===== config.mk =====
export PLATFORM = sky130hd
export DESIGN_NAME = my_serial_cmp
export DESIGN_NICKNAME = d
export VERILOG_FILES = /design/src/rtl/my_cmp_pkg.sv /design/src/rtl/my_eq.sv /design/src/rtl/my_serial_cmp.sv
export SDC_FILE = /design/constraint.sdc
export NUM_CORES = 1
export LEC_CHECK = 0
export BUFFER_PORTS_ARGS = -buffer_cell sky130_fd_sc_hd__buf_4
export CORE_MARGIN = 3
export CORE_UTILIZATION = 53
export CTS_BUF_LIST = sky130_fd_sc_hd__clkbuf_4 sky130_fd_sc_hd__clkbuf_8 sky130_fd_sc_hd__clkbuf_16
export CTS_CLUSTER_DIAMETER = 150
export DETAILED_ROUTE_END_ITERATION = 10
export PLACE_DENSITY = 0.77
export SETUP_SLACK_MARGIN = 0.5
export SKIP_LAST_GASP = 1
export SYNTH_ARGS = -nofsm -noshare
export SYNTH_HDL_FRONTEND = slang
export SYNTH_SLANG_ARGS = --single-unit

===== constraint.sdc =====
create_clock -name clk -period 2.5 [get_ports clk]
set_input_delay 0.5 -clock clk [delete_from_list [all_inputs] [get_ports clk]]
set_output_delay 0.5 -clock clk [all_outputs]
set_load 0.05 [all_outputs]

===== src/rtl/my_cmp_pkg.sv =====
`default_nettype none
// ============================================================================
// Module      : my_cmp_pkg
// Description : Shared definitions for the bit-serial magnitude comparator:
//               FSM state encoding and the default operand width.
// Revision    : 1.0 - initial release
// ============================================================================
package my_cmp_pkg;

  // Default operand width for my_serial_cmp
  localparam int DEFAULT_WIDTH = 8;

  // Comparator FSM state encoding
  typedef enum logic [1:0] {
    IDLE  = 2'd0,
    SHIFT = 2'd1,
    DONE  = 2'd2
  } cmp_state_t;

endpackage : my_cmp_pkg
`default_nettype wire


===== src/rtl/my_eq.sv =====
`default_nettype none
// ============================================================================
// Module      : my_eq
// Description : Single-bit equality cell. Purely combinational.
// Ports       : a  - input bit A
//               b  - input bit B
//               eq - 1 when a == b
// Revision    : 1.0 - initial release
// ============================================================================
module my_eq (
  input  logic a,
  input  logic b,
  output logic eq
);

  assign eq = ~(a ^ b);

endmodule : my_eq
`default_nettype wire


===== src/rtl/my_serial_cmp.sv =====
`default_nettype none
// ============================================================================
// Module      : my_serial_cmp
// Description : Bit-serial unsigned magnitude comparator. Operands are
//               captured on an accepted start and examined one bit per clock,
//               MSB first, through a single my_eq cell. Reports equality,
//               a > b, and the index of the most-significant mismatching bit.
// Ports       : clk     - clock, rising edge
//               rst_n   - asynchronous active-low reset
//               start   - request a comparison (sampled in IDLE and DONE)
//               a, b    - WIDTH-bit operands, captured on the accepted start
//               busy    - high while bits are being evaluated (SHIFT)
//               done    - one-cycle pulse, results valid from this cycle on
//               eq      - a == b
//               gt      - a > b (unsigned)
//               mis_idx - index of the MSB-most mismatch, 0 when eq
// Config      : MY_SERIAL_CMP_EARLY_EXIT_EN - when defined, SHIFT ends at the
//               first mismatch instead of always walking all WIDTH bits.
// Revision    : 1.0 - initial release
// ============================================================================
module my_serial_cmp
  import my_cmp_pkg::*;
#(
  parameter int WIDTH = DEFAULT_WIDTH,
  parameter int IDX_W = $clog2(WIDTH)
) (
  input  logic             clk,
  input  logic             rst_n,
  input  logic             start,
  input  logic [WIDTH-1:0] a,
  input  logic [WIDTH-1:0] b,
  output logic             busy,
  output logic             done,
  output logic             eq,
  output logic             gt,
  output logic [IDX_W-1:0] mis_idx
);

  cmp_state_t       r_state;
  cmp_state_t       w_state_nxt;
  logic             w_load;

  logic [WIDTH-1:0] r_a_sh;
  logic [WIDTH-1:0] r_b_sh;
  logic [IDX_W-1:0] r_cnt;
  logic             r_eq_acc;
  logic             r_gt_acc;
  logic             r_found;
  logic             r_eq;
  logic             r_gt;
  logic [IDX_W-1:0] r_mis_idx;

  logic             w_a_bit;
  logic             w_b_bit;
  logic             w_bit_eq;
  logic             w_first_mis;
  logic             w_last;
  logic             w_exit;
  logic             w_eq_fin;
  logic             w_gt_fin;

  assign w_a_bit = r_a_sh[r_cnt];
  assign w_b_bit = r_b_sh[r_cnt];

  my_eq u_my_eq (
    .a  (w_a_bit),
    .b  (w_b_bit),
    .eq (w_bit_eq)
  );

  // Only the first mismatch seen in SHIFT decides the result
  assign w_first_mis = (r_state == SHIFT) && !w_bit_eq && !r_found;
  assign w_last      = (r_cnt == '0);

`ifdef MY_SERIAL_CMP_EARLY_EXIT_EN
  assign w_exit = w_last || w_first_mis;
`else
  assign w_exit = w_last;
`endif

  // Final accumulator values including the bit evaluated this cycle, so the
  // result registers are already valid in the cycle that done is high.
  assign w_eq_fin = w_first_mis ? 1'b0    : r_eq_acc;
  assign w_gt_fin = w_first_mis ? w_a_bit : r_gt_acc;

  // --------------------------------------------------------------------------
  // FSM: state register
  // --------------------------------------------------------------------------
  always_ff @(posedge clk or negedge rst_n) begin
    if (!rst_n) begin
      r_state <= IDLE;
    end else begin
      r_state <= w_state_nxt;
    end
  end

  // --------------------------------------------------------------------------
  // FSM: next state and outputs
  // A start seen in DONE is taken on the edge that leaves DONE, which gives
  // the WIDTH+1 cycle back-to-back issue interval.
  // --------------------------------------------------------------------------
  always_comb begin
    w_state_nxt = r_state;
    w_load      = 1'b0;
    busy        = 1'b0;
    done        = 1'b0;
    case (r_state)
      IDLE: begin
        if (start) begin
          w_load      = 1'b1;
          w_state_nxt = SHIFT;
        end
      end
      SHIFT: begin
        busy = 1'b1;
        if (w_exit) begin
          w_state_nxt = DONE;
        end
      end
      DONE: begin
        done = 1'b1;
        if (start) begin
          w_load      = 1'b1;
          w_state_nxt = SHIFT;
        end else begin
          w_state_nxt = IDLE;
        end
      end
      default: begin
        w_state_nxt = IDLE;
      end
    endcase
  end

  // --------------------------------------------------------------------------
  // Datapath
  // --------------------------------------------------------------------------
  always_ff @(posedge clk or negedge rst_n) begin
    if (!rst_n) begin
      r_a_sh    <= '0;
      r_b_sh    <= '0;
      r_cnt     <= '0;
      r_eq_acc  <= 1'b0;
      r_gt_acc  <= 1'b0;
      r_found   <= 1'b0;
      r_eq      <= 1'b0;
      r_gt      <= 1'b0;
      r_mis_idx <= '0;
    end else if (w_load) begin
      r_a_sh   <= a;
      r_b_sh   <= b;
      r_cnt    <= IDX_W'(WIDTH - 1);
      r_eq_acc <= 1'b1;
      r_gt_acc <= 1'b0;
      r_found  <= 1'b0;
    end else if (r_state == SHIFT) begin
      if (w_first_mis) begin
        r_eq_acc  <= 1'b0;
        r_gt_acc  <= w_a_bit;
        r_mis_idx <= r_cnt;
        r_found   <= 1'b1;
      end else if (w_exit && r_eq_acc) begin
        // Equal operands: drop any index left from an earlier comparison
        r_mis_idx <= '0;
      end
      if (!w_last) begin
        r_cnt <= r_cnt - 1'b1;
      end
      if (w_exit) begin
        r_eq <= w_eq_fin;
        r_gt <= w_gt_fin;
      end
    end
  end

  assign eq      = r_eq;
  assign gt      = r_gt;
  assign mis_idx = r_mis_idx;

endmodule : my_serial_cmp
`default_nettype wire


# == Word level (Yosys, flattened, before mapping) ==
# Index checks and enable logic that the tools add are counted.
# op_classes
addsub,1
order_cmp,1
eq_ne,5
muxes,26
bitwise,2
n_reduce_logical,15
# op_table
cell,count
two-way mux 1 bit,16
two-way mux 3 bit,5
binary-select mux 1 bit (select 3 bit),2
"inequality test 2 bit, second input constant",3
case mux 2 bit (3 select lines),1
AND reduction 2 bit,3
AND reduction 3 bit,2
nonzero test 2 bit,3
"less-than comparator 3 x 4 -> 1 bit, second input constant",1
two-way mux 2 bit,2
logical AND 1 bit,3
zero test 3 bit,1
"subtractor 3 x 1 -> 3 bit, second input constant",1
"equality test 2 x 1 -> 1 bit, second input constant",1
"equality test 2 bit, second input constant",1
zero test 2 bit,1
OR reduction 2 bit,1
zero test 1 bit,1
NOT 1 bit,1
bitwise XOR 1 bit,1
# totals
register_bits,29
in_bits,19
out_inout_bits,7
wordCells,60

# == Depth between registers and ports, before layout ==
# logic_depth
word_depth,8
depth_mapped,8
ltp_nobuf,7

# == Cells and area by module ==
# From an unflattened synthesis, not the netlist that was laid out.
# hier_totals
hier_cells,128
hier_area_um2,1292.5
# modules_own_cells
module,n_inst,cells_each,area_per_inst_um2,seq_area_each_um2
my_serial_cmp,1,127,1283.7,725.7
my_eq,1,1,8.8,0.0

# == Least setup slack after synthesis ==
# OpenSTA, ideal clock, no wires.
# synth_path
kind,flip-flop to flip-flop
startpoint,reg r_cnt[1]
endpoint,reg r_eq_acc
setup_time_ps,118
arrival_time_ps,1667
required_ps,2382
slack_ps,715
stages_incl_launch_ff,7
path_buffers,1
period_less_slack_ps,1785
path_cell_list,dfrtp_1 > buf_6 > mux4_2 > mux2i_4 > xor2_2 > nand2_2 > a21o_1
# synth_via
elab_chain_len,8
elab_cells_between_ends,10
cone_classes,7 x mux; 1 x bitwise; 2 x reduce/logical
# synth_rtl
item,line_no,source
start: declaration,my_serial_cmp.sv:45,logic [IDX_W-1:0] r_cnt;
start signal: assignment,my_serial_cmp.sv:152,r_cnt <= IDX_W'(WIDTH - 1);
start signal: assignment,my_serial_cmp.sv:167,r_cnt <= r_cnt - 1'b1;
binary-select mux 1 bit (select 3 bit) (on tied branches),"my_serial_cmp.sv:62, my_serial_cmp.sv:63",
two-way mux 1 bit (on tied branches),"my_serial_cmp.sv:62, my_serial_cmp.sv:63",
bitwise XOR 1 bit (*),my_eq.sv:16,assign eq = ~(a ^ b);
logical AND 1 bit (*) (2 in a row),my_serial_cmp.sv:72,assign w_first_mis = (r_state == SHIFT) && !w_bit_eq && !r_found;
two-way mux 1 bit (*) (3 in a row),--,
end signal: assignment,my_serial_cmp.sv:143,r_eq_acc <= 1'b0;
end signal: assignment,my_serial_cmp.sv:153,r_eq_acc <= 1'b1;
end signal: assignment,my_serial_cmp.sv:158,r_eq_acc <= 1'b0;
end: declaration,my_serial_cmp.sv:46,logic r_eq_acc;
# Every way passes the cells marked *; elsewhere a longest branch is shown, timed or not. The select of a mux whose other input is x is not followed.
# A chain may end at the register's enable or synchronous reset.

# == Worst setup path after layout ==
# Same ends and word-level chain as after synthesis.

==> results.ini <==
[logic_synthesis]
postSynthAreaPerCell_sq_um=9.76
yosysTopAreaCell=dfrtp_1
seq_area_frac_synth=0.535
yosysWarnings=0
ys_async_sr_fraction=1.00
synth_common_cells=nand2_1, dfrtp_1, a21oi_1, clkbuf_1, mux4_2
synth-edff-count=0
synth_top_area_share=0.535
synth.net_count=160
ys_seq_elements=29
synth_flop_cell=dfrtp_1
synthCells=139
synth_cell_types=24
synth_most_common_cell=nand2_1
synthTopCellsByArea=dfrtp_1, nand2_1, mux4_2, mux2i_4, mux2i_1
syn_area_sq_mm=0.00136

[drt]
firstDrtPassIters=4
post_drt_wl_per_cell_microns=13.6
route.detailed.drc=0
avgViaCountPerCell=5.21
ant_nets=0
vias=1026
drt-total-wl_microns=2670
initialDrtViolationCount=20

[final_layout]
seqCellArea_sq_um=727
n_fill_cell=176
nets=190
syn2layout_area_growth_pct=20.8
multiInputGateArea_sq_um=578
n_antenna_cell=0
final_core_util=0.707
layout-drive-gt1-share=0.284

[pwr]
switching_share=0.427
peakVddDrop_uv=948
seqPwrFrac=0.349
p_leak_nw=0.868
comb_power_share=0.531
clkPwrFrac=0.120
power.internal_mw=1.42
power.switching_mw=1.06
powerDensity_mw_per_mm2=1510

[clock_tree]
cts_made_buffers=5
hold_buffers=0
cts.path.max_buffers=2
cts_sinks=29
htreeDepth=2
clkTransAtPathRegs_ns=0.09
root_buffer=clkbuf_4
cts_tree=done
clk_latency_ns=0.32

[timing]
finalSetupViolCount=0
skew_ns=0.00901
period_minus_slack_ns=1.89
min_period_over_period=0.756
hold_viol_final=0
fmax_mhz=529
rsz0062_at_grt=false
slew_violations=0
tns_ns=0
worstMarginPinSlew_ns=0.734
relSlewSlack=0.511

[worst_setup_path]
rr_startpoint=r_cnt[1]
path_cells=mux4_2, mux2i_4, xor2_2, nand2_2, a21o_1
criticalPathCategory=flop to flop
r2r-end=r_eq_acc
critPathMaxFanout=6
crit_start=r_cnt[1]
critPathMaxStageDelay_ns=0.56
worstSetupStartpointType=flop
rr_worst_depth=5
worstSetupEndpointType=flop
cp.arrival_ns=2.11
endpoint=r_eq_acc
worst-r2r-setup-slack_ns=0.61
slowest_stage=mux4_2
crit_required_ns=2.72

[global_routing]
grt_max_degree=30
grt_first_pass_wirelength_microns=4540
track_usage=0.186
antenna_found_initial=0
grt-ovfl-total=0
grt_pass1_vias=1015

[worst_hold_path]
hold_class=input port to async pin

[flow_run]
drv_cap=0

[run_status]
status=finished, final reports clean

[floorplan]
die_y_microns=56.6
design.die.area_sq_mm=0.00320
core_sq_mm=0.00232
std_cell_rows=17
die_x_microns=56.6
io_pins=26
start_util=0.585

[placement]
gp_congestion=0.761
placement.io_buffers=25
dp_hpwl_microns=1870

-- metrics by stage --
stage	hold WS (ns)	std cells	setup WS (ns)	cell area [sq um]	power, mW
CTS	0.0819	194	0.524	1620	2.36
global placement	0.434	187	0.597	1560	2.01
floorplan	0.204	139	0.715	1360	1.80
detailed placement	0.439	187	0.536	1560	2.06
finish	0.0760	197	0.610	1640	2.47
global route	0.0895	197	0.509	1640	2.65
-- per-layer routing --
layer	wire length, microns	track usage	share of wire	vias up
met5	0	0	0	-
met4	83	0.0915	0.031	0
met3	185	0.0713	0.069	8
met2	1330	0.290	0.50	37
met1	1070	0.223	0.40	478
li1	-	-	-	503
-- worst max-delay path: cells and delay by family, from the launching register on --
| kind | cells | cell delay [ns] |
|---|---|---|
| AOI/OAI and AO/OA | 1 | 0.20 |
| and+or+nand+nor | 1 | 0.13 |
| DFF | 1 | 0.45 |
| xor gates and xnor gates | 1 | 0.22 |
| muxes | 2 | 0.80 |
-- state kept, by name, indices dropped and copies added (netlist names) --
signal,count
r_a_sh,8
r_b_sh,8
mis_idx,3
r_cnt,3
r_state,2
eq,1
gt,1
r_eq_acc,1
r_found,1
r_gt_acc,1
-- cell families after synthesis --
kind of cell / Yosys count / synth area share
fa+ha+maj: 2 / 0.0184
flops: 29 / 0.535
compound gates: 13 / 0.0544
simple gates: 72 / 0.213
buf+inv: 12 / 0.0387
mux: 9 / 0.122
xor+xnor: 2 / 0.0185
-- worst min path at each step --
stage          depth (start not counted)          to  slack [ns]
2_1_floorplan                          0          eq        0.20
6_report                               1  r_state[1]        0.08
3_3_place_gp                           1          gt        0.43
5_1_grt                                1  r_state[0]        0.09
4_1_cts                                1  mis_idx[2]        0.08
3_5_place_dp                           1          eq        0.44
-- power by group through the flow --
stage / Combinational [mW] / Sequential [mW] / Clock [mW]
2_1_floorplan: 0.858 / 0.939 / 0
3_3_place_gp: 1.15 / 0.859 / 0
3_5_place_dp: 1.19 / 0.872 / 0
6_report: 1.31 / 0.864 / 0.297
4_1_cts: 1.20 / 0.861 / 0.299
5_1_grt: 1.43 / 0.899 / 0.326
-- area by class of cell --
class                           count  share of cell area
Timing Repair Buffer               29               0.133
Multi-Input combinational cell     98               0.353
Tap cell                           28              0.0214
Sequential cell                    29               0.444
Inverter                            6              0.0137
Clock buffer                        7              0.0359
-- timing repair --
| action | in CTS | in global routing |
|---|---|---|
| buffers inserted | 0 | 3 |
| endpoints found under the setup margin | 0 | 5 |
| gates resized for setup | 0 | 1 |
-- cell usage in the layout, fill, tap and decap left out, drive strengths merged --
cell / count
nand2: 61
buf: 29
dfrtp: 29
clkbuf: 7
inv: 6
a21oi: 5
mux2i: 5
mux4: 4
o21ai: 4
nand2b: 3
nor2: 3
nor2b: 2
a21o: 2
nor3: 2
ha: 2
nand3: 1
xor2: 1
a31oi: 1
o211ai: 1
xnor2: 1
No activity file was read; power rests on OpenSTA's default activity.
